--- config.mk ---
export PLATFORM = sky130hd
export DESIGN_NAME = data_gen
export DESIGN_NICKNAME = d
export VERILOG_FILES = /design/src/rtl/data_gen.sv
export SDC_FILE = /design/constraint.sdc
export NUM_CORES = 1
export LEC_CHECK = 0
export ABC_AREA = 1
export ABC_CLOCK_PERIOD_IN_PS = 2000
export BUFFER_PORTS_ARGS = -buffer_cell sky130_fd_sc_hd__buf_2
export CAP_MARGIN = 25
export CORE_ASPECT_RATIO = 0.75
export CORE_MARGIN = 2
export CORE_UTILIZATION = 49
export CTS_CLUSTER_DIAMETER = 120
export DETAILED_ROUTE_END_ITERATION = 16
export PLACE_DENSITY = 0.81
export SYNTH_ARGS = -nofsm -noshare
export SYNTH_HDL_FRONTEND = slang
export SYNTH_SLANG_ARGS = --single-unit
--- constraint.sdc ---
create_clock -name clk_in -period 2 [get_ports clk_in]
set_input_delay 0.3 -clock clk_in [delete_from_list [all_inputs] [get_ports clk_in]]
set_output_delay 0.3 -clock clk_in [all_outputs]
set_load 0.05 [all_outputs]
--- src/rtl/data_gen.sv ---
// rtl/data_gen.sv - incrementing-word test-pattern source for the TX FIFO write port
// Optional: DATA_GEN_ERR_INJECT_EN flips bit 0 of word ERR_INDEX.
module data_gen #(
    parameter int unsigned WORDS      = 1024,
    parameter int unsigned BURST_LEN  = 256,
    parameter int unsigned GAP_CYCLES = 4,
    parameter int unsigned ERR_INDEX  = 5
) (
    input  logic        clk_in,
    input  logic        rst,
    input  logic        start,
    input  logic        tx_full,
    output logic        tx_write,
    output logic [31:0] tx_data,
    output logic        busy,
    output logic        done
);

    localparam int BW = (BURST_LEN > 1) ? $clog2(BURST_LEN) : 1;
    localparam int GW = (GAP_CYCLES > 1) ? $clog2(GAP_CYCLES) : 1;

    localparam logic [31:0]   LAST_WORD  = 32'(WORDS - 1);
    localparam logic [31:0]   ERR_WORD   = 32'(ERR_INDEX);
    localparam logic [BW-1:0] BURST_LAST = BW'(BURST_LEN - 1);
    localparam logic [GW-1:0] GAP_LAST   = GW'((GAP_CYCLES > 0) ? GAP_CYCLES - 1 : 0);
    localparam bit            HAS_GAP    = (GAP_CYCLES > 0);

`ifdef DATA_GEN_ERR_INJECT_EN
    localparam bit ERR_EN = 1'b1;
`else
    localparam bit ERR_EN = 1'b0;
`endif

    localparam logic [1:0] IDLE = 2'd0;
    localparam logic [1:0] SEND = 2'd1;
    localparam logic [1:0] GAP  = 2'd2;
    localparam logic [1:0] DONE = 2'd3;

    logic [1:0]    state_q, state_d;
    logic [31:0]   word_q, word_d;
    logic [BW-1:0] burst_q, burst_d;
    logic [GW-1:0] gap_q, gap_d;
    logic          err_hit;

    // The word counter stops on the last word so DONE presents WORDS-1 without a separate hold register.
    always_comb begin
        state_d  = state_q;
        word_d   = word_q;
        burst_d  = burst_q;
        gap_d    = gap_q;
        tx_write = (state_q == SEND) && !tx_full;
        case (state_q)
            IDLE, DONE: begin
                if (start) begin
                    state_d = SEND;
                    word_d  = '0;
                    burst_d = '0;
                    gap_d   = '0;
                end
            end
            SEND: begin
                if (tx_write) begin
                    if (word_q == LAST_WORD) begin
                        state_d = DONE;
                    end else begin
                        word_d = word_q + 32'd1;
                        if (burst_q == BURST_LAST) begin
                            burst_d = '0;
                            gap_d   = '0;
                            if (HAS_GAP) begin
                                state_d = GAP;
                            end
                        end else begin
                            burst_d = burst_q + 1'b1;
                        end
                    end
                end
            end
            GAP: begin
                if (gap_q == GAP_LAST) begin
                    gap_d   = '0;
                    state_d = SEND;
                end else begin
                    gap_d = gap_q + 1'b1;
                end
            end
            default: state_d = IDLE;
        endcase
    end

    always_ff @(posedge clk_in) begin
        if (rst) begin
            state_q <= IDLE;
            word_q  <= '0;
            burst_q <= '0;
            gap_q   <= '0;
        end else begin
            state_q <= state_d;
            word_q  <= word_d;
            burst_q <= burst_d;
            gap_q   <= gap_d;
        end
    end

    assign err_hit = ERR_EN && (state_q == SEND) && (word_q == ERR_WORD);
    assign tx_data = word_q ^ {31'b0, err_hit};
    assign busy    = (state_q == SEND) || (state_q == GAP);
    assign done    = (state_q == DONE);

endmodule

==> impl_metrics.env, run 1 <==
export IMPL_status="finished, final reports clean"
export IMPL_relSlewSlack_pct=64.8
export IMPL_gp_congestion=1.02
export IMPL_num_rows=24
export IMPL_tightest_slew_ns=0.526
export IMPL_cts_path_max_buffers=2
export IMPL_ios=39
export IMPL_routed_wl_um=9100
export IMPL_p_leak_uw=0.00167
export IMPL_grt_pass1_wl_um=15200
export IMPL_cp_slowest_cell="dfxtp_1"
export IMPL_synth_xor_area_share_pct=2.59
export IMPL_synth_top_cell_area_share_pct=28.9
export IMPL_fp_dieH_um=72.3
export IMPL_syn_num_nets=531
export IMPL_numCtsBuffers=5
export IMPL_holdBufCountCts=0
export IMPL_setup_tns_ns=0
export IMPL_max_stage_delay_ns=0.34
export IMPL_r2r_slack_ns=0.1
export IMPL_synthAdderAreaFrac_pct=2.47
export IMPL_rsz0062_at_grt="yes"
export IMPL_via_count=3533
export IMPL_min_path_type="input port to register"
export IMPL_postSynth_asyncResetShare_pct=0
export IMPL_dieArea_um2=6870
export IMPL_vias_per_cell=5.49
export IMPL_antenna_found_initial=0
export IMPL_htreeDepth=2
export IMPL_final_net_count=578
export IMPL_path_cells="inv_1 > nand2_1 > nor2_1 > nand2_1 > nor2_1 > nand3_2 > nand2_2 > nand2_2 > nand2_1 > nand2_1 > inv_1"
export IMPL_ys_types=28
export IMPL_synth_simple_area_share_pct=48.0
export IMPL_worstSetupPathType="register to register"
export IMPL_finalPower_uw=2800
export IMPL_power_density_nw_per_um2=810
export IMPL_first_pass_iters=5
export IMPL_fin_crit_sh_pct=95.2
export IMPL_clock_fmax_mhz=525
export IMPL_crit_top_cell="nand2_1"
export IMPL_port_buffers=38
export IMPL_hold_depth=2
export IMPL_placed_area_um2=3370
export IMPL_synth_ff_type="dfxtp_1"
export IMPL_synth_area_per_cell_um2=5.85
export IMPL_finalHoldViolCount=0
export IMPL_overflow=0
export IMPL_synth_compound_area_share_pct=7.11
export IMPL_final_antenna_net_count=0
export IMPL_critPathCaptureType="register"
export IMPL_synth_mux_area_share_pct=0
export IMPL_drc=0
export IMPL_core_area_um2=5920
export IMPL_area_growth_pct=13.4
export IMPL_grt_max_degree=29
export IMPL_cts_tree="yes"
export IMPL_initial_core_util_pct=51.5
export IMPL_wl_per_cell_um=14.1
export IMPL_fin_area_um2=3450
export IMPL_maxCapViolations=0
export IMPL_fin_skew_ns=0.00790
export IMPL_min_period_ns=1.90
export IMPL_cts_sinks=44
export IMPL_synth_top_family_by_area="simple AND/OR/NAND/NOR gates"
export IMPL_cts_root_buffer="clkbuf_8"
export IMPL_synth_area_leaders="dfxtp_1 (29%), nand2_1 (21%), nand3_1 (10%), nor2_1 (8.8%), inv_1 (7.3%)"
export IMPL_irDropWorstVdd_mv=0.537
export IMPL_grt_pass1_vias=3154
export IMPL_cts_clk_slew_worst_paths_ns=0.08
export IMPL_dp_slack_ns=0.136
export IMPL_insertion_delay_ns=0.30
export IMPL_synth_edff_count=0
export IMPL_finalWorstSetupSlack_ns=0.0953
export IMPL_drive_gt1_share_pct=14.5
export IMPL_syn_inst=521
export IMPL_die_x_um=95.0
export IMPL_dp_hpwl_um=6810
export IMPL_diodes=0
export IMPL_rr_worst_depth=11
export IMPL_cp_required_ns=2.25
export IMPL_grt_total_usage_pct=28.0
export IMPL_seq_area_frac_synth_pct=28.9
export IMPL_yosysTopAreaCell="dfxtp_1"
export IMPL_yosys_warnings=0
export IMPL_slew_viol_final=0
export IMPL_cp_start_kind="register"
export IMPL_finalSetupViolations=0
export IMPL_drt_iter0_drc=291
export IMPL_cp_arrival_ns=2.15
export IMPL_syn_area_um2=3050
export IMPL_ys_ff_latch=44
export IMPL_cp_max_fo=10
-- worst max-delay path: cells and delay by family (launching register included) --
family	cells	cell delay (ns)
and+or+nand+nor	9	1.32
buffers and inverters	2	0.19
DFF	1	0.34
-- cell type report --
cell class,count,area [um^2]
clock buffers,5,68.8
fillers,608,2460
inverters,66,249
multi-input cells,397,1840
flip-flops and latches,44,883
well taps,78,97.6
repair buffers,54,314
-- sequential cells by signal, summed over array words and instances (netlist names) --
register  count
gap_q         2
tx_data      32
state_q       2
burst_q       8
-- worst paths after layout --
path                                          startpoint                  endpoint
worst max-delay path            tx_data[31]$_SDFFE_PP0P_  tx_data[22]$_SDFFE_PP0P_
worst min-delay path                                 rst   burst_q[4]$_SDFFE_PP0P_
worst max register to register  tx_data[31]$_SDFFE_PP0P_  tx_data[22]$_SDFFE_PP0P_
worst min register to register     gap_q[1]$_SDFFE_PP0P_     gap_q[1]$_SDFFE_PP0P_
-- layer usage --
metal	vias to the layer above	track usage, %	share of wire (%)
li1	1735	-	-
met1	1592	40.7	46
met2	188	42.2	42
met3	18	5.61	11
met4	0	8.05	1.8
met5	-	0	0
-- where the power goes --
part           leakage (uW)  internal (uW)  switching [uW]
Clock             0.0000359            226             294
Sequential         0.000356            937            51.7
Combinational       0.00128            349             940
-- cells in the mapped netlist, types with 6 or more instances --
cell       n
dfxtp_1   44
ha_1       6
nand3_1   61
inv_2      6
inv_1     59
a21oi_1   23
nand4_1   13
o21ai_1    7
o21ai_0    8
nor3_1     7
xor2_1     7
nand2_1  171
nor2_1    71
-- layout by cell type, fill, tap and decap left out, drive strengths merged --
cell    Yosys  layout
clkinv      1       1
xnor2       2       2
nand3b      2       2
and2        2       2
nor2       76      76
a21oi      23      23
nand3      63      63
buf        10      54
nand2     176     176
ha          6       6
nand4      13      13
o21ai      15      15
clkbuf      4       5
o21bai      1       1
nor3        7       7
xor2        7       7
nor4        1       1
a31oi       3       3
inv        65      65
dfxtp      44      44
-- through the flow --
step	hold slack (ns)	util [%]	std cells
2_1_floorplan	0.441	-	521
3_3_place_gp	0.470	57.0	639
3_5_place_dp	0.481	57.0	639
4_1_cts	0.265	58.2	644
5_1_grt	0.274	58.4	644
6_report	0.263	58.4	644
-- cells by family (layout without fill, tap and decap cells) --
kind of cell	count (synthesis)	after routing
AO/OA/AOI/OAI	42	42
XOR/XNOR	9	9
adder cells (fa/ha/maj)	6	6
buffers and inverters	80	125
flip-flops	44	44
AND/OR/NAND/NOR	340	340
-- repair_timing --
item,4_1_cts,5_1_grt
endpoints found under the hold margin,0,0
setup buffers,0,0
resized for setup,1,3
endpoints found under the setup margin,1,16
No activity file was read; power rests on OpenSTA's default activity.
==> inputs of run 2 (changes only) <==
--- a/config.mk
+++ b/config.mk
@@ -8,12 +8,12 @@
 export ABC_AREA = 1
 export ABC_CLOCK_PERIOD_IN_PS = 2000
 export BUFFER_PORTS_ARGS = -buffer_cell sky130_fd_sc_hd__buf_2
-export CAP_MARGIN = 25
 export CORE_ASPECT_RATIO = 0.75
-export CORE_MARGIN = 2
+export CORE_MARGIN = 4
 export CORE_UTILIZATION = 49
 export CTS_CLUSTER_DIAMETER = 120
 export DETAILED_ROUTE_END_ITERATION = 16
+export GPL_ROUTABILITY_DRIVEN = 0
 export PLACE_DENSITY = 0.81
 export SYNTH_ARGS = -nofsm -noshare
 export SYNTH_HDL_FRONTEND = slang
==> impl_metrics.env, run 2 (synthesis results as in run 1) <==
export IMPL_irDropWorstVdd_mv=0.410
export IMPL_cp_max_fo=5
export IMPL_drc=0
export IMPL_initial_core_util_pct=51.5
export IMPL_n_fill_cell=597
export IMPL_vias_per_cell=5.44
export IMPL_fp_dieH_um=76.3
export IMPL_fin_skew_ns=0.00866
export IMPL_via_count=3526
export IMPL_rsz0062_at_grt="no"
export IMPL_cp_num_buf_inv=2
export IMPL_cts_root_buffer="clkbuf_8"
export IMPL_finalSetupViolations=0
export IMPL_setup_tns_ns=0
export IMPL_layout_commonest_cell="nand2_1"
export IMPL_port_buffers=38
export IMPL_cts_tree="yes"
export IMPL_numCtsBuffers=5
export IMPL_placed_area_um2=3370
export IMPL_relSlewSlack_pct=68.1
export IMPL_critPathCaptureType="register"
export IMPL_area_growth_pct=15.2
export IMPL_tightest_slew_ns=0.477
export IMPL_slew_viol_final=0
export IMPL_final_antenna_net_count=0
export IMPL_dp_cells=639
export IMPL_dieArea_um2=7550
export IMPL_layout_common_cells="nand2_1 (171), nor2_1 (68), nand3_1 (61), inv_1 (59), dfxtp_1 (42)"
export IMPL_power_density_nw_per_um2=857
export IMPL_finalWorstSetupSlack_ns=0.132
export IMPL_first_pass_iters=5
export IMPL_cp_required_ns=2.25
export IMPL_worstSetupPathType="register to register"
export IMPL_cp_slowest_cell="dfxtp_2"
export IMPL_final_net_count=581
export IMPL_p_leak_uw=0.00170
export IMPL_cp_start_kind="register"
export IMPL_clock_fmax_mhz=535
export IMPL_cp_arrival_ns=2.12
export IMPL_overflow=0
export IMPL_core_area_um2=5920
export IMPL_drt_iter0_drc=300
export IMPL_maxCapViolations=0
export IMPL_cts_path_max_buffers=2
export IMPL_diodes=0
export IMPL_grt_max_degree=22
export IMPL_fin_crit_sh_pct=93.4
export IMPL_grt_pass1_vias=3205
export IMPL_cts_sinks=44
export IMPL_max_stage_delay_ns=0.34
export IMPL_fin_area_um2=3510
export IMPL_min_period_ns=1.87
export IMPL_wl_per_cell_um=13.5
export IMPL_grt_total_usage_pct=24.2
export IMPL_dp_slack_ns=0.129
export IMPL_critPathTopFamily="simple AND/OR/NAND/NOR gates"
export IMPL_fin_hold_ws_ns=0.347
export IMPL_cts_clk_slew_worst_paths_ns=0.09
export IMPL_instances_no_fill=648
export IMPL_dp_hpwl_um=6550
export IMPL_num_rows=24
export IMPL_insertion_delay_ns=0.30
export IMPL_status="finished, final reports clean"
export IMPL_grt_pass1_wl_um=15300
export IMPL_antenna_found_initial=0
export IMPL_path_cells="ha_1 > nand3_2 > inv_2 > nand2_2 > nor2_1 > nand2_1 > nand3_1 > nor2_1 > buf_4 > nand3_1 > nand2_1"
export IMPL_die_x_um=99.0
export IMPL_ios=39
export IMPL_min_path_type="input port to register"
export IMPL_finalHoldViolCount=0
export IMPL_holdBufCountCts=0
export IMPL_drive_gt1_share_pct=15.3
export IMPL_largest_register_ffs=32
export IMPL_routed_wl_um=8730
export IMPL_htreeDepth=2
-- run 2: cell type report --
class	count	area (um^2)	share of cell area, %
Inverter	66	249	7.09
Tap cell	78	97.6	2.78
Clock inverter	1	30.0	0.856
Multi-Input combinational cell	397	1840	52.5
Timing Repair Buffer	57	337	9.59
Sequential cell	44	883	25.2
Clock buffer	5	68.8	1.96
-- run 2: worst register-to-register path, cell delays in order, from the launching register on --
cell	delay [ns]
dfxtp_2	0.34
ha_1	0.23
nand3_2	0.15
inv_2	0.08
nand2_2	0.12
nor2_1	0.06
nand2_1	0.16
nand3_1	0.14
nor2_1	0.22
buf_4	0.19
nand3_1	0.08
nand2_1	0.06
-- run 2: worst paths after layout --
| kind | from | end | slack, ns | cells after the start |
|---|---|---|---|---|
| min reg2reg | gap_q[1]$_SDFFE_PP0P_ | gap_q[1]$_SDFFE_PP0P_ | 0.50 | 2 |
| max | tx_data[0]$_SDFFE_PP0P_ | tx_data[29]$_SDFFE_PP0P_ | 0.13 | 11 |
| min | rst | burst_q[5]$_SDFFE_PP0P_ | 0.35 | 2 |
| max reg2reg | tx_data[0]$_SDFFE_PP0P_ | tx_data[29]$_SDFFE_PP0P_ | 0.13 | 11 |
-- run 2: layer usage --
layer,share of wire (%),global-route usage (%),vias up
li1,-,-,1749
met1,46,36.6,1575
met2,41,34.6,183
met3,12,4.57,19
met4,1.3,6.68,0
met5,0,0,-
-- run 2: per-stage QoR --
step	power, uW	util, %
floorplan	1910	-
global placement	2220	57.0
detailed placement	2260	57.0
CTS	2920	58.7
global route	3190	59.3
finish	3010	59.3
-- run 2: where the power goes --
part           total, uW  leakage (uW)  internal [uW]  switching (uW)
Clock                666     0.0000501            359             307
Sequential           990      0.000356            937            53.4
Combinational       1350       0.00129            426             924
Total               3010       0.00170           1720            1280
-- run 2: repair_timing --
item / in CTS / in global routing
endpoints found under the setup margin: 1 / 8
hold endpoints to repair: 0 / 0
buffers inserted: 0 / 3
pin swaps: 0 / 1
resized for setup: 1 / 4
==> inputs of run 3 (changes only) <==
--- a/config.mk
+++ b/config.mk
@@ -7,14 +7,14 @@
 export LEC_CHECK = 0
 export ABC_AREA = 1
 export ABC_CLOCK_PERIOD_IN_PS = 2000
-export BUFFER_PORTS_ARGS = -buffer_cell sky130_fd_sc_hd__buf_2
 export CORE_ASPECT_RATIO = 0.75
 export CORE_MARGIN = 4
 export CORE_UTILIZATION = 49
 export CTS_CLUSTER_DIAMETER = 120
 export DETAILED_ROUTE_END_ITERATION = 16
+export DONT_BUFFER_PORTS = 1
 export GPL_ROUTABILITY_DRIVEN = 0
-export PLACE_DENSITY = 0.81
+export PLACE_DENSITY = 0.76
 export SYNTH_ARGS = -nofsm -noshare
 export SYNTH_HDL_FRONTEND = slang
 export SYNTH_SLANG_ARGS = --single-unit
==> impl_metrics.env, run 3 (synthesis results as in run 1) <==
export IMPL_cp_required_ns=2.21
export IMPL_drt_iter0_drc=409
export IMPL_numCtsBuffers=5
export IMPL_grt_pass1_wl_um=15100
export IMPL_grt_max_degree=30
export IMPL_final_net_count=570
export IMPL_wl_per_cell_um=13.9
export IMPL_die_x_um=99.0
export IMPL_via_count=3513
export IMPL_antenna_found_initial=0
export IMPL_layout_common_cells="nand2_1 (171), nor2_1 (68), nand3_1 (61), inv_1 (59), buf_4 (45)"
export IMPL_holdBufCountCts=0
export IMPL_p_leak_uw=0.00165
export IMPL_min_period_ns=1.88
export IMPL_cts_clk_slew_worst_paths_ns=0.09
export IMPL_final_antenna_net_count=0
export IMPL_port_buffers=0
export IMPL_relSlewSlack_pct=65.6
export IMPL_critPathCaptureType="register"
export IMPL_min_path_type="input port to register"
export IMPL_power_density_nw_per_um2=831
export IMPL_cp_arrival_ns=2.09
export IMPL_ios=39
export IMPL_setup_tns_ns=0
export IMPL_core_area_um2=5920
export IMPL_rsz0062_at_grt="yes"
export IMPL_initial_core_util_pct=51.5
export IMPL_cp_max_fo=12
export IMPL_drc=0
export IMPL_fin_area_um2=3540
export IMPL_clock_fmax_mhz=532
export IMPL_htreeDepth=2
export IMPL_dieArea_um2=7550
export IMPL_cts_tree="yes"
export IMPL_overflow=0
export IMPL_slew_viol_final=0
export IMPL_tightest_slew_ns=0.517
export IMPL_finalHoldViolCount=0
export IMPL_grt_pass1_vias=3183
export IMPL_dp_hpwl_um=6600
export IMPL_cp_start_kind="register"
export IMPL_largest_register_ffs=32
export IMPL_irDropWorstVdd_mv=0.562
export IMPL_first_pass_iters=6
export IMPL_cts_path_max_buffers=2
export IMPL_finalSetupViolations=0
export IMPL_placed_area_um2=3410
export IMPL_fin_crit_sh_pct=93.9
export IMPL_final_util_pct=59.8
export IMPL_insertion_delay_ns=0.30
export IMPL_layout_commonest_cell="nand2_1"
export IMPL_fp_dieH_um=76.3
export IMPL_worstSetupPathType="register to register"
export IMPL_cts_sinks=44
export IMPL_cts_root_buffer="clkbuf_8"
export IMPL_diodes=0
export IMPL_routed_wl_um=8890
export IMPL_fin_skew_ns=0.00973
export IMPL_grt_total_usage_pct=23.8
export IMPL_status="finished, final reports clean"
export IMPL_vias_per_cell=5.50
export IMPL_area_growth_pct=16.1
export IMPL_num_rows=24
export IMPL_maxCapViolations=0
export IMPL_drive_gt1_share_pct=13.9
-- run 3: cell count changes in the layout (fill, tap and decap cells not counted) --
cell        before  now
buf_2           38    0
nor2_4           4    3
nor2_2           4    5
nand2_2          5    4
nand2_4          0    1
clkinvlp_4       0    2
buf_4           18   45
-- run 3: routing by layer --
layer / vias to the layer above / track usage (%) / share of wire (%)
met2: 220 / 35.3 / 41
met1: 1548 / 35.5 / 44
met5: - / 0 / 0
li1: 1726 / - / -
met3: 19 / 4.94 / 12
met4: 0 / 5.05 / 1.6
-- run 3: area by class of cell --
cell class	instances	area, um^2
clock buffers	5	68.8
clock inverters	3	42.5
fillers	577	2380
inverters	66	251
multi-input cells	397	1840
flip-flops and latches	44	883
well taps	78	97.6
repair buffers	46	349
-- run 3: power breakdown --
| group | internal [uW] | switching, uW | total, uW |
|---|---|---|---|
| Clock | 370 | 335 | 706 |
| Sequential | 937 | 47.3 | 984 |
| Combinational | 351 | 899 | 1250 |
| Total | 1660 | 1280 | 2940 |
-- run 3: per-stage QoR --
stage	worst slack, ns	hold WS, ns	std cells	power (uW)
after floorplan	0.0117	0.441	521	1910
after global placement	0.201	0.375	631	2170
after detailed placement	0.176	0.376	631	2200
after CTS	0.0484	0.0542	639	2890
after global routing	-0.0585	0.0436	639	3120
final	0.121	0.0532	639	2940
-- run 3: critical path: stages (launching register included) --
cell     delay [ns]
dfxtp_2        0.34
ha_1           0.19
nand3_2        0.13
inv_2          0.12
nand2_2        0.09
nor2_4         0.13
nand3_2        0.09
nand2_2        0.25
buf_4          0.23
inv_1          0.06
nor2_1         0.09
nor2_1         0.05
-- run 3: what timing repair did --
action                     CTS  global route
setup endpoints to repair    0            19
buffers inserted             0             0
gates resized for setup      0             5
-- run 3: path summary, 6_finish.rpt --
path | from | end | slack (ns) | cells after the start
worst max-delay path | tx_data[0]$_SDFFE_PP0P_ | burst_q[0]$_SDFFE_PP0P_ | 0.12 | 11
worst min-delay path | rst | burst_q[6]$_SDFFE_PP0P_ | 0.05 | 1
worst min register to register | state_q[0]$_SDFFE_PP0P_ | state_q[0]$_SDFFE_PP0P_ | 0.50 | 2
worst max register to register | tx_data[0]$_SDFFE_PP0P_ | burst_q[0]$_SDFFE_PP0P_ | 0.12 | 11
